`src/rtl/pid_sample_sequencer.sv`:
```
// Front-end sequencer for the PID core: averages 2^AVG_LOG2 ADC samples per frame,
// presents the average on data_in and fires pid_start once per control-loop period.
module pid_sample_sequencer #(
    parameter int DATA_W     = 16,
    parameter int AVG_LOG2   = 2,
    parameter int PERIOD     = 20,
    parameter int DATA_SETUP = 1
) (
    input  logic              clk,
    input  logic              rst_n,
    input  logic              en,
    input  logic              adc_valid,
    input  logic [DATA_W-1:0] adc_data,
    output logic              adc_ready,
    input  logic              overrun_clr,
    output logic [DATA_W-1:0] data_in,
    output logic              pid_start,
    output logic              busy,
    output logic              overrun
);

    localparam int ACC_W = DATA_W + AVG_LOG2;
    localparam int CNT_W = (PERIOD > 2) ? $clog2(PERIOD) : 1;
    localparam int SET_W = (DATA_SETUP > 1) ? $clog2(DATA_SETUP) : 1;
    localparam logic [CNT_W-1:0] CNT_LAST = CNT_W'(PERIOD - 1);
    localparam logic [SET_W-1:0] SET_LAST = SET_W'(DATA_SETUP - 1);

    typedef enum logic [2:0] {
        S_IDLE, S_ACCUM, S_SETUP, S_START, S_WAIT
    } state_t;

    state_t            state_q;
    logic [ACC_W-1:0]  acc_q;
    logic [AVG_LOG2-1:0] n_q;
    logic [CNT_W-1:0]  cnt_q;
    logic [SET_W-1:0]  set_q;
    logic [DATA_W-1:0] data_q;
    logic              ready_q;
    logic              start_q;
    logic              busy_q;
    logic              ovr_q;

    logic [ACC_W-1:0]  acc_d;
    logic              period_end;
    logic              accept;

    assign acc_d      = acc_q + ACC_W'(adc_data);
    assign period_end = (cnt_q == CNT_LAST);
    assign accept     = adc_valid & ready_q;

    always_ff @(posedge clk or negedge rst_n) begin
        if (!rst_n) begin
            state_q <= S_IDLE;
            acc_q   <= '0;
            n_q     <= '0;
            cnt_q   <= '0;
            set_q   <= '0;
            data_q  <= '0;
            ready_q <= 1'b0;
            start_q <= 1'b0;
            busy_q  <= 1'b0;
            ovr_q   <= 1'b0;
        end else begin
            start_q <= 1'b0;
            // Period counter saturates at PERIOD-1; state entries below override it.
            if (state_q != S_IDLE && !period_end)
                cnt_q <= cnt_q + 1'b1;
            if ((state_q == S_ACCUM || state_q == S_SETUP) && period_end)
                ovr_q <= 1'b1;
            else if (overrun_clr)
                ovr_q <= 1'b0;

            case (state_q)
                S_IDLE: begin
                    if (en) begin
                        state_q <= S_ACCUM;
                        ready_q <= 1'b1;
                        busy_q  <= 1'b1;
                        acc_q   <= '0;
                        n_q     <= '0;
                        cnt_q   <= '0;
                    end
                end
                S_ACCUM: begin
                    if (!en) begin
                        state_q <= S_IDLE;
                        ready_q <= 1'b0;
                        busy_q  <= 1'b0;
                        cnt_q   <= '0;
                    end else if (accept) begin
                        acc_q <= acc_d;
                        n_q   <= n_q + 1'b1;
                        if (&n_q) begin
                            data_q  <= acc_d[ACC_W-1:AVG_LOG2];
                            state_q <= S_SETUP;
                            ready_q <= 1'b0;
                            set_q   <= '0;
                        end
                    end
                end
                S_SETUP: begin
                    if (set_q == SET_LAST) begin
                        state_q <= S_START;
                        start_q <= 1'b1;
                    end else begin
                        set_q <= set_q + 1'b1;
                    end
                end
                S_START: begin
                    // A late frame has already used up its period: restart collection at once.
                    if (!en) begin
                        state_q <= S_IDLE;
                        busy_q  <= 1'b0;
                        cnt_q   <= '0;
                    end else if (period_end) begin
                        state_q <= S_ACCUM;
                        ready_q <= 1'b1;
                        acc_q   <= '0;
                        n_q     <= '0;
                        cnt_q   <= '0;
                    end else begin
                        state_q <= S_WAIT;
                    end
                end
                S_WAIT: begin
                    if (!en) begin
                        state_q <= S_IDLE;
                        busy_q  <= 1'b0;
                        cnt_q   <= '0;
                    end else if (period_end) begin
                        state_q <= S_ACCUM;
                        ready_q <= 1'b1;
                        acc_q   <= '0;
                        n_q     <= '0;
                        cnt_q   <= '0;
                    end
                end
                default: state_q <= S_IDLE;
            endcase
        end
    end

    assign adc_ready = ready_q;
    assign data_in   = data_q;
    assign pid_start = start_q;
    assign busy      = busy_q;
    assign overrun   = ovr_q;

endmodule

```
`config.mk`:
```
export PLATFORM = sky130hd
export DESIGN_NAME = pid_sample_sequencer
export DESIGN_NICKNAME = d
export VERILOG_FILES = /design/src/rtl/pid_sample_sequencer.sv
export SDC_FILE = /design/constraint.sdc
export NUM_CORES = 1
export LEC_CHECK = 0
export CELL_PAD_IN_SITES_DETAIL_PLACEMENT = 1
export CELL_PAD_IN_SITES_GLOBAL_PLACEMENT = 1
export CORE_MARGIN = 8
export CORE_UTILIZATION = 40
export DETAILED_ROUTE_END_ITERATION = 8
export GPL_ROUTABILITY_DRIVEN = 0
export HOLD_SLACK_MARGIN = 0.08
export PLACE_DENSITY_LB_ADDON = 0.1
export SLEW_MARGIN = 20
export SYNTH_ARGS = -nofsm -noshare
export SYNTH_HDL_FRONTEND = slang
export SYNTH_SLANG_ARGS = --single-unit
```
`constraint.sdc`:
```
create_clock -name clk -period 2.7 [get_ports clk]
set_input_delay 0.54 -clock clk [delete_from_list [all_inputs] [get_ports clk]]
set_output_delay 0.54 -clock clk [all_outputs]
set_load 0.005 [all_outputs]
```
Word-level counts from Yosys, hierarchy flattened
Index checks and enable logic that the tools add are counted.

storage, ports and cells
  flip-flop bits (word level) = 49
  output and inout port bits = 20
  logic and storage cells = 94

cells by class
  $add $sub $neg = 4
  equal/unequal tests = 16
  muxes and demuxes = 44
  bitwise operators = 1
  reduce and logical (&&, ||, !) cells = 19

operators by type and width
  operator               number
  $mux W18               5
  $pmux W18 S3           1
  $mux W3                9
  $mux W5                5
  $add A18 B16 Y18       1
  $pmux W3 S5            1
  $pmux W5 S3            1
  $mux W1                13
  $reduce_and A6 Y1      2
  $mux W2                5
  $ne A2 B2 Y1 const B   5
  $reduce_and A5 Y1      2
  $eq A3 B2 Y1 const B   2
  $ne A2 B1 Y1 const B   3
  $ne A3 B3 Y1 const B   2
  $pmux W2 S3            1
  $reduce_bool A2 Y1     3
  $reduce_bool A3 Y1     2
  $add A5 B1 Y5 const B  1
  $eq A5 B5 Y1 const B   1
  $pmux W1 S2            2
  $reduce_and A4 Y1      1
  $eq A3 B1 Y1 const B   1
  $eq A3 B3 Y1 const B   1
  other kinds (13)       14

Logic depth before layout (Yosys ltp)
Gate-level depths: netlist of the first run.

  depth after elaboration = 7
  gate-level depth with buffers = 10
  depth with buffers taken out = 10

Least setup slack after synthesis of the first run
Ideal clock, no wire load.

  path kind = input -> register
  from = in adc_data[0]
  to = reg data_q[14], in the netlist data_in[14]
  library setup time = 0.129 ns
  data arrival time = 2.161 ns
  data required time = 2.571 ns
  path slack = 0.410 ns
  stages on the path = 10
  path through = ha_1 inv_1 fa_1 nor2b_4 o31ai_2 nand3b_1 a31o_1 a221o_1 xnor2_1 o21ai_1

between the ends
  word-level cells in the longest chain between the ends = 1

ends and longest elaborated chain
  item                  line  RTL
  from (decl)           13    input logic [DATA_W-1:0] adc_data,
  $add A18 B16 Y18      47    assign acc_d = acc_q + ACC_W'(adc_data);
  to (signal assigned)  94    data_q <= acc_d[ACC_W-1:AVG_LOG2];
  to (decl)             37    logic [DATA_W-1:0] data_q;

No other way between the ends.
A chain may end at the register's enable or synchronous reset.

Worst setup path after layout of the first run
Same ends and word-level chain as after synthesis.

==> results of run 1 <==
## logic make-up (layout without fill, tap and decap cells)
group / count (synthesis) / after routing
buffers and inverters: 17 / 86
multiplexers: 5 / 5
XOR/XNOR: 20 / 20
AO/OA/AOI/OAI: 97 / 97
flip-flops: 48 / 48
adder cells (fa/ha/maj): 19 / 19
AND/OR/NAND/NOR: 97 / 97
## worst paths after layout
path	endpoint	slack (ps)	cells past startpoint
min in group clk	data_in[3]	480	2
max in group asynchronous	acc_q[14]	2260	2
worst min-delay path	acc_q[3]	210	2
worst max-delay path	data_in[14]	120	11
worst min register to register	data_in[3]	480	2
worst max register to register	data_in[14]	410	10
## stage by stage
stage | instance area [um2] | worst slack [ps]
after detailed placement | 3550 | -223
after CTS | 3640 | 106
after global routing | 3650 | 4.14
after floorplan | 2820 | 410
final | 3650 | 120
after global placement | 3550 | -173
## final cells by class
type / instances / area [um2]
Clock buffer: 7 / 96.3
Tap cell: 96 / 120
Fill cell: 817 / 3150
Inverter: 6 / 22.5
Multi-Input combinational cell: 238 / 1550
Sequential cell: 48 / 1200
Timing Repair Buffer: 73 / 656
## cells in the mapped netlist (all sizes together)
cell,instances,share of area
mux2i,1,0.0036
or2,1,0.0022
a211oi,1,0.0044
and2,4,0.0089
nand4,5,0.011
nand3,3,0.0053
nand2,46,0.061
o21a,2,0.0053
or3,1,0.0022
o211ai,2,0.0071
a21oi,24,0.045
buf,2,0.0036
nor3b,3,0.0098
o21bai,1,0.0027
fa,1,0.0071
a221o,2,0.0071
clkbuf,9,0.012
o2bb2ai,1,0.0031
and3,2,0.0044
nand4b,1,0.0031
o22ai,2,0.0044
mux2,4,0.016
a211o,2,0.0062
nand3b,4,0.011
nor2,16,0.021
a21boi,2,0.0053
a31oi,4,0.0089
xnor2,8,0.025
dfrtp,48,0.43
o31ai,1,0.0044
a21o,5,0.013
a22o,6,0.019
a31o,1,0.0031
inv,6,0.0080
ha,18,0.080
xor2,12,0.037
nor3,1,0.0018
o211a,1,0.0036
nand2b,3,0.0067
o21ai,40,0.071
nor2b,7,0.018
## per-layer routing
| layer | track usage | wire length (um) | vias up | part of all wire |
|---|---|---|---|---|
| met5 | 0 | 0 | - | 0 |
| met4 | 0.0466 | 110 | 0 | 0.014 |
| met3 | 0.0332 | 272 | 11 | 0.034 |
| met2 | 0.291 | 4030 | 49 | 0.51 |
| met1 | 0.203 | 3560 | 1285 | 0.45 |
| li1 | - | - | 1209 | - |
## registers in the layout (all words and copies together), names as in the netlist
name / flops
busy: 1
adc_ready: 1
data_in: 16
overrun: 1
n_q: 2
state_q: 3
pid_start: 1
cnt_q: 5
acc_q: 18
## power groups by stage
stage	Sequential (mW)	Combinational, mW	Clock [mW]
after floorplan	1.01	1.09	0
after detailed placement	1.08	1.73	0
after CTS	1.07	1.76	0.488
final	1.07	1.74	0.471
after global placement	1.06	1.67	0
after global routing	1.10	1.94	0.506
==> results.py, run 1 <==
metrics = {
    "status": {
        "status": "finished clean",
    },
    "worst_setup_path": {
        "cp_num_buf_inv": 2,
        "cp_max_fo": 3,
        "crit_arrival_ps": 2760,
        "crit_type": "primary input to flop",
        "crit_slowest_cell": "clkdlybuf4s50_1",
        "worstSetupEndpointType": "flop",
        "path_delay_family": "compound AO/OA/AOI/OAI gates",
        "cp_cell_sequence": "clkdlybuf4s50_1, ha_1, inv_1, fa_2, nor2b_4, o31ai_2, nand3b_1, a31o_1, a221o_1, xnor2_1, o21ai_1",
        "cp.required_ps": 2880,
        "startpoint": "adc_data[0]",
        "start_kind": "primary input",
        "slowest_delay_ps": 420,
        "r2r_start": "acc_q[0]",
    },
    "floorplan": {
        "fp.coreArea_um2": 6790,
        "die_w_um": 99.9,
        "die_area_um2": 9980,
        "start_util": 0.415,
        "io_pins": 41,
        "num_rows": 30,
        "fp.dieH_um": 99.9,
    },
    "global_routing": {
        "grtUsageTotal": 0.167,
        "grt_pass1_vias": 2731,
        "antenna_found_initial": 0,
        "overflow": 0,
        "grt_pass1_wl_um": 13400,
        "grt_max_degree": 49,
    },
    "yosys": {
        "synth-xor-area-share": 0.0622,
        "synth.mux.area_fraction": 0.0195,
        "syn-cell-area_um2": 2820,
        "synth_top_family_by_area": "compound AO/OA/AOI/OAI gates",
        "syn_inst": 303,
        "ys_types": 47,
        "ys_ff_latch": 48,
        "ys_seq_area_frac": 0.426,
        "ys_warn_count": 0,
        "synth_nets": 343,
        "synth_compound_area_frac": 0.214,
        "syn_avg_cell_area_um2": 9.30,
        "synthAdderAreaFrac": 0.0871,
        "synthSimpleGateAreaFrac": 0.167,
    },
    "clock_network": {
        "ctsRootBufferMaster": "clkbuf_8",
        "cts_tree": "done",
        "cts_hold_repair.buffers": 0,
        "cts_buffers": 5,
        "htreeDepth": 2,
        "post_cts_buffers": 0,
        "clkTransAtPathRegs_ps": 90,
        "cts_num_sinks": 48,
        "post_cts_resized": 0,
        "clockBufferDepth": 2,
        "clk_latency_ps": 310,
    },
    "sta": {
        "fmax_mhz": 388,
        "setup_viol": 0,
        "relSlewSlack": 0.699,
        "hold_violations": 0,
        "rsz0062_at_grt": "no",
        "finalClockSkew_ps": 8.65,
        "drv_slew": 0,
        "finalSetupTns_ps": 0,
        "hold_slack_ps": 210,
        "post-route-min-period_ps": 2580,
        "worst_pin_slew_ps": 448,
        "post-route-period-util": 0.956,
    },
    "pwr": {
        "p_per_area_nw_per_um2": 899,
        "switchingPower_mw": 1.33,
        "p_int_mw": 1.95,
        "p_comb_frac": 0.531,
        "p_total_mw": 3.28,
        "power.share.sequential": 0.325,
        "p_clk_frac": 0.143,
        "leakagePower_nw": 1.69,
        "vdd_drop_max_mv": 0.353,
        "sw_frac_of_total": 0.404,
    },
    "finish": {
        "final_layout_size_suffix_gt1_frac": 0.145,
        "finalNonFillerCells": 468,
        "final_common_cell": "dfrtp_1",
        "diodes": 0,
        "final_util": 0.537,
        "areaGrowthSynthToFinish_pct": 29.5,
        "fin_nets": 412,
        "layout_common_cells": "dfrtp_1, nand2_1, clkdlybuf4s50_1",
    },
    "place": {
        "hpwl_um": 5940,
        "dp_cells": 461,
        "io_buffer_count": 40,
    },
    "drt": {
        "detail-route-antenna-nets": 0,
        "wl_per_cell_um": 17.0,
        "drt_iter0_drc": 101,
        "first_pass_iters": 4,
        "post_drt_via_cell_ratio": 5.46,
        "vias": 2554,
        "wl_um": 7980,
        "drc": 0,
    },
    "job": {
        "max-cap-violations": 0,
    },
    "hold_path": {
        "hold_path_class": "primary input to asynchronous set/reset pin",
    },
}
(Power assumes the default switching activity.)
==> inputs of run 2 (changes only) <==
--- a/config.mk
+++ b/config.mk
@@ -7,8 +7,7 @@
 export LEC_CHECK = 0
 export CELL_PAD_IN_SITES_DETAIL_PLACEMENT = 1
 export CELL_PAD_IN_SITES_GLOBAL_PLACEMENT = 1
-export CORE_MARGIN = 8
-export CORE_UTILIZATION = 40
+export CORE_UTILIZATION = 42
 export DETAILED_ROUTE_END_ITERATION = 8
 export GPL_ROUTABILITY_DRIVEN = 0
 export HOLD_SLACK_MARGIN = 0.08
==> results.py, run 2 (synthesis gave the netlist of run 1 again) <==
metrics = {
    "floorplan": {
        "fp.coreArea_um2": 6420,
        "num_rows": 29,
        "start_util": 0.439,
        "fp.dieH_um": 83.9,
        "die_w_um": 83.9,
        "io_pins": 41,
        "die_area_um2": 7040,
    },
    "clock_network": {
        "clockBufferDepth": 2,
        "clk_latency_ps": 300,
        "cts_num_sinks": 48,
        "cts_buffers": 5,
        "cts_tree": "done",
        "htreeDepth": 2,
        "ctsRootBufferMaster": "clkbuf_8",
        "clkTransAtPathRegs_ps": 90,
    },
    "place": {
        "io_buffer_count": 40,
        "pre_cts_slack_ps": -259,
        "hpwl_um": 5260,
        "dp_cells": 442,
        "placed_cell_area_um2": 3520,
    },
    "pwr": {
        "leakagePower_nw": 1.68,
        "vdd_drop_max_mv": 0.416,
        "p_per_area_nw_per_um2": 894,
        "p_total_mw": 3.24,
    },
    "sta": {
        "finalSetupTns_ps": 0,
        "setup_viol": 0,
        "fmax_mhz": 394,
        "rsz0062_at_grt": "no",
        "hold_violations": 0,
        "hold_slack_ps": 201,
        "post-route-period-util": 0.939,
        "finalClockSkew_ps": 3.85,
        "post-route-min-period_ps": 2540,
        "drv_slew": 0,
        "worst_pin_slew_ps": 554,
        "relSlewSlack": 0.630,
        "layout_setup_ws_ps": 165,
    },
    "hold_path": {
        "hold_path_class": "primary input to asynchronous set/reset pin",
    },
    "global_routing": {
        "antenna_found_initial": 0,
        "grt_pass1_vias": 2570,
        "overflow": 0,
        "grt_pass1_wl_um": 12400,
        "grt_max_degree": 49,
        "grtUsageTotal": 0.220,
    },
    "worst_setup_path": {
        "cp.required_ps": 2890,
        "worstSetupEndpointType": "flop",
        "crit_type": "primary input to flop",
        "startpoint": "adc_data[0]",
        "path_delay_family": "compound AO/OA/AOI/OAI gates",
        "cp_cell_sequence": "clkdlybuf4s50_1, ha_1, inv_1, fa_2, nor2b_4, o31ai_4, nand3b_1, a31o_1, a221o_1, xnor2_1, o21ai_1",
        "r2r_start": "cnt_q[0]",
        "crit_slowest_cell": "clkdlybuf4s50_1",
        "rr_worst_depth": 9,
        "start_kind": "primary input",
        "cp.depth": 11,
        "cp_num_buf_inv": 2,
        "cp_max_fo": 3,
        "slowest_delay_ps": 420,
        "crit_arrival_ps": 2730,
    },
    "finish": {
        "final_common_cell": "dfrtp_1",
        "fin_nets": 412,
        "regMostFlops": "acc_q",
        "largest_reg_flops": 18,
        "fin_area_um2": 3630,
        "final_util": 0.565,
        "diodes": 0,
        "areaGrowthSynthToFinish_pct": 28.9,
        "finalNonFillerCells": 450,
        "final_layout_size_suffix_gt1_frac": 0.145,
        "nFillCells": 751,
        "layout_common_cells": "dfrtp_1, nand2_1, clkdlybuf4s50_1",
    },
    "drt": {
        "vias": 2497,
        "first_pass_iters": 8,
        "post_drt_via_cell_ratio": 5.55,
        "wl_um": 7230,
        "drc": 4,
        "detail-route-antenna-nets": 0,
        "drt_iter0_drc": 106,
        "wl_per_cell_um": 16.1,
    },
    "status": {
        "violations": "design-rule violations",
        "status": "finished, violations left",
    },
    "job": {
        "max-cap-violations": 0,
    },
}
[run 2: where the power goes]
| group | total [mW] | leakage, nW | switching, mW | internal, mW |
|---|---|---|---|---|
| clock network | 0.455 | 0.0455 | 0.245 | 0.210 |
| logic | 1.72 | 0.984 | 0.891 | 0.833 |
| registers | 1.06 | 0.655 | 0.170 | 0.895 |
| total | 3.24 | 1.68 | 1.31 | 1.94 |
[run 2: final timing paths]
| check | end | slack [ps] |
|---|---|---|
| max | data_in[14] | 160 |
| min | acc_q[3] | 200 |
| max reg2reg | acc_q[8] | 410 |
| min reg2reg | data_in[7] | 480 |
| max in group asynchronous | data_in[11] | 2250 |
| min in group clk | data_in[7] | 480 |
[run 2: what timing repair did]
item	CTS	global route
endpoints found under the hold margin	0	0
setup buffers	0	0
hold buffers	0	0
endpoints found under the setup margin	0	4
gates resized for setup	0	3
[run 2: routing by layer]
| layer | vias up | wire length, um | part of all wire | global-route usage |
|---|---|---|---|---|
| met5 | - | 0 | 0 | 0 |
| met4 | 0 | 63 | 0.0087 | 0.0502 |
| met3 | 7 | 187 | 0.026 | 0.0346 |
| met2 | 36 | 3590 | 0.50 | 0.385 |
| met1 | 1243 | 3400 | 0.47 | 0.285 |
| li1 | 1211 | - | - | - |
[run 2: area by class of cell]
class,count,area (um2),area share
inverters,6,22.5,0.00620
clock buffers,8,90.1,0.0248
repair buffers,73,656,0.181
flip-flops and latches,48,1200,0.331
well taps,77,96.3,0.0265
multi-input cells,238,1560,0.431
[run 2: worst reg2reg max path, stage by stage (launching register included)]
cell and delay [ps]:
dfrtp_1 470, ha_1 230, nand2_1 60, nor3_1 310, a21oi_1 120, o21ai_0 160, nand2_1 370, buf_4 320
nand2_1 80, o21ai_0 70
==> inputs of run 3 (changes only) <==
--- a/config.mk
+++ b/config.mk
@@ -12,6 +12,7 @@
 export GPL_ROUTABILITY_DRIVEN = 0
 export HOLD_SLACK_MARGIN = 0.08
 export PLACE_DENSITY_LB_ADDON = 0.1
+export REMOVE_ABC_BUFFERS = 1
 export SLEW_MARGIN = 20
 export SYNTH_ARGS = -nofsm -noshare
 export SYNTH_HDL_FRONTEND = slang
==> results.py, run 3 (synthesis gave the netlist of run 1 again) <==
metrics = {
    "place": {
        "hpwl_um": 5330,
        "io_buffer_count": 40,
        "dp_cells": 437,
        "pre_cts_slack_ps": -267,
    },
    "sta": {
        "worst_pin_slew_ps": 581,
        "rsz0062_at_grt": "no",
        "drv_slew": 0,
        "fmax_mhz": 391,
        "setup_viol": 0,
        "hold_slack_ps": 222,
        "layout_setup_ws_ps": 142,
        "post-route-period-util": 0.947,
        "relSlewSlack": 0.613,
        "post-route-min-period_ps": 2560,
        "finalClockSkew_ps": 8.11,
        "hold_violations": 0,
    },
    "worst_setup_path": {
        "crit_arrival_ps": 2740,
        "crit_slowest_cell": "clkdlybuf4s50_1",
        "crit_type": "primary input to flop",
        "cp_cell_sequence": "clkdlybuf4s50_1, ha_1, inv_1, fa_2, nor2b_4, o31ai_4, nand3b_1, a31o_1, a221o_1, xnor2_1, o21ai_1",
        "rr_worst_depth": 8,
        "cp.required_ps": 2880,
        "worstSetupEndpointType": "flop",
        "slowest_delay_ps": 420,
        "r2r_start": "acc_q[1]",
        "reg2reg_slack_ps": 410,
        "cp_max_fo": 3,
        "start_kind": "primary input",
        "r2r_end": "acc_q[17]",
    },
    "pwr": {
        "power.share.sequential": 0.332,
        "p_comb_frac": 0.524,
        "switchingPower_mw": 1.30,
        "p_per_area_nw_per_um2": 892,
        "leakagePower_nw": 1.66,
        "sw_frac_of_total": 0.404,
        "p_int_mw": 1.91,
        "vdd_drop_max_mv": 0.452,
        "p_clk_frac": 0.143,
    },
    "clock_network": {
        "post_cts_resized": 0,
        "ctsRootBufferMaster": "clkbuf_8",
        "clk_latency_ps": 300,
        "htreeDepth": 2,
        "clkTransAtPathRegs_ps": 90,
        "cts_buffers": 5,
        "cts_num_sinks": 48,
        "post_cts_buffers": 0,
        "clockBufferDepth": 2,
        "cts_hold_repair.buffers": 0,
        "cts_tree": "done",
    },
    "finish": {
        "finalNonFillerCells": 445,
        "final_util": 0.560,
        "layout_common_cells": "dfrtp_1, nand2_1, clkdlybuf4s50_1",
        "final_common_cell": "dfrtp_1",
        "diodes": 0,
        "regMostFlops": "acc_q",
        "largest_reg_flops": 18,
        "areaGrowthSynthToFinish_pct": 27.6,
        "fin_nets": 407,
        "final_layout_size_suffix_gt1_frac": 0.136,
    },
    "floorplan": {
        "die_area_um2": 7040,
        "start_util": 0.439,
        "io_pins": 41,
        "fp.coreArea_um2": 6420,
        "num_rows": 29,
        "die_w_um": 83.9,
        "fp.dieH_um": 83.9,
    },
    "drt": {
        "drt_iter0_drc": 73,
        "wl_um": 7060,
        "detail-route-antenna-nets": 0,
        "vias": 2471,
        "first_pass_iters": 6,
        "wl_per_cell_um": 15.9,
        "drc": 9,
        "post_drt_via_cell_ratio": 5.55,
    },
    "job": {
        "max-cap-violations": 0,
    },
    "global_routing": {
        "antenna_found_initial": 0,
        "overflow": 0,
        "grtUsageTotal": 0.213,
        "grt_pass1_wl_um": 12000,
        "grt_pass1_vias": 2576,
        "grt_max_degree": 26,
    },
    "status": {
        "violations": "design-rule violations",
        "status": "finished, violations left",
    },
    "hold_path": {
        "hold_path_class": "primary input to asynchronous set/reset pin",
    },
}
run 3: cell count changes in the layout (fill, tap and decap cells not counted), sizes merged:
cell,change
buf,-5
clkbuf,-1
clkinvlp,+1
run 3: cell type report:
| type | instances | area [um2] |
|---|---|---|
| clock inverter | 1 | 7.51 |
| timing repair buffer | 68 | 618 |
| clock buffer | 7 | 86.3 |
| tap | 77 | 96.3 |
| fill | 750 | 2830 |
| sequential | 48 | 1200 |
| inverter | 6 | 22.5 |
| multi-input combinational | 238 | 1560 |
run 3: worst max-delay path by stage:
stage / endpoint / start / slack, ps / cells past startpoint
after floorplan: acc_q[17] / cnt_q[0] / 350 / 7
final: data_in[14] / adc_data[0] / 140 / 11
after CTS: data_in[14] / adc_data[0] / 60 / 11
after global routing: data_in[15] / adc_data[1] / 10 / 9
after detailed placement: data_in[14] / adc_data[0] / -270 / 11
after global placement: data_in[14] / adc_data[0] / -180 / 11
run 3: power by group through the flow:
| stage | clock (mW) | sequential (mW) | combinational, mW |
|---|---|---|---|
| finish | 0.459 | 1.06 | 1.68 |
| global route | 0.499 | 1.09 | 1.88 |
| CTS | 0.482 | 1.07 | 1.68 |
| detailed placement | 0 | 1.08 | 1.67 |
| global placement | 0 | 1.07 | 1.62 |
| floorplan | 0 | 1.03 | 1.05 |
run 3: through the flow:
step	setup TNS, ps	area (um2)	total power [mW]
2_1_floorplan	0	2770	2.08
3_3_place_gp	-791	3490	2.69
3_5_place_dp	-1520	3490	2.75
4_1_cts	0	3580	3.23
5_1_grt	0	3590	3.47
6_report	0	3590	3.21
run 3: critical path: cells and delay by family:
family                     cells  cell delay [ps]
AOI/OAI and AO/OA              4              900
buffers and inverters          2              500
adders and majority gates      2              470
and+or+nand+nor                2              180
xor gates and xnor gates       1              150
run 3: routing by layer:
layer,track usage,routed length [um]
met1,0.279,3440
met2,0.362,3330
met3,0.0317,189
met4,0.0690,98
met5,0,0
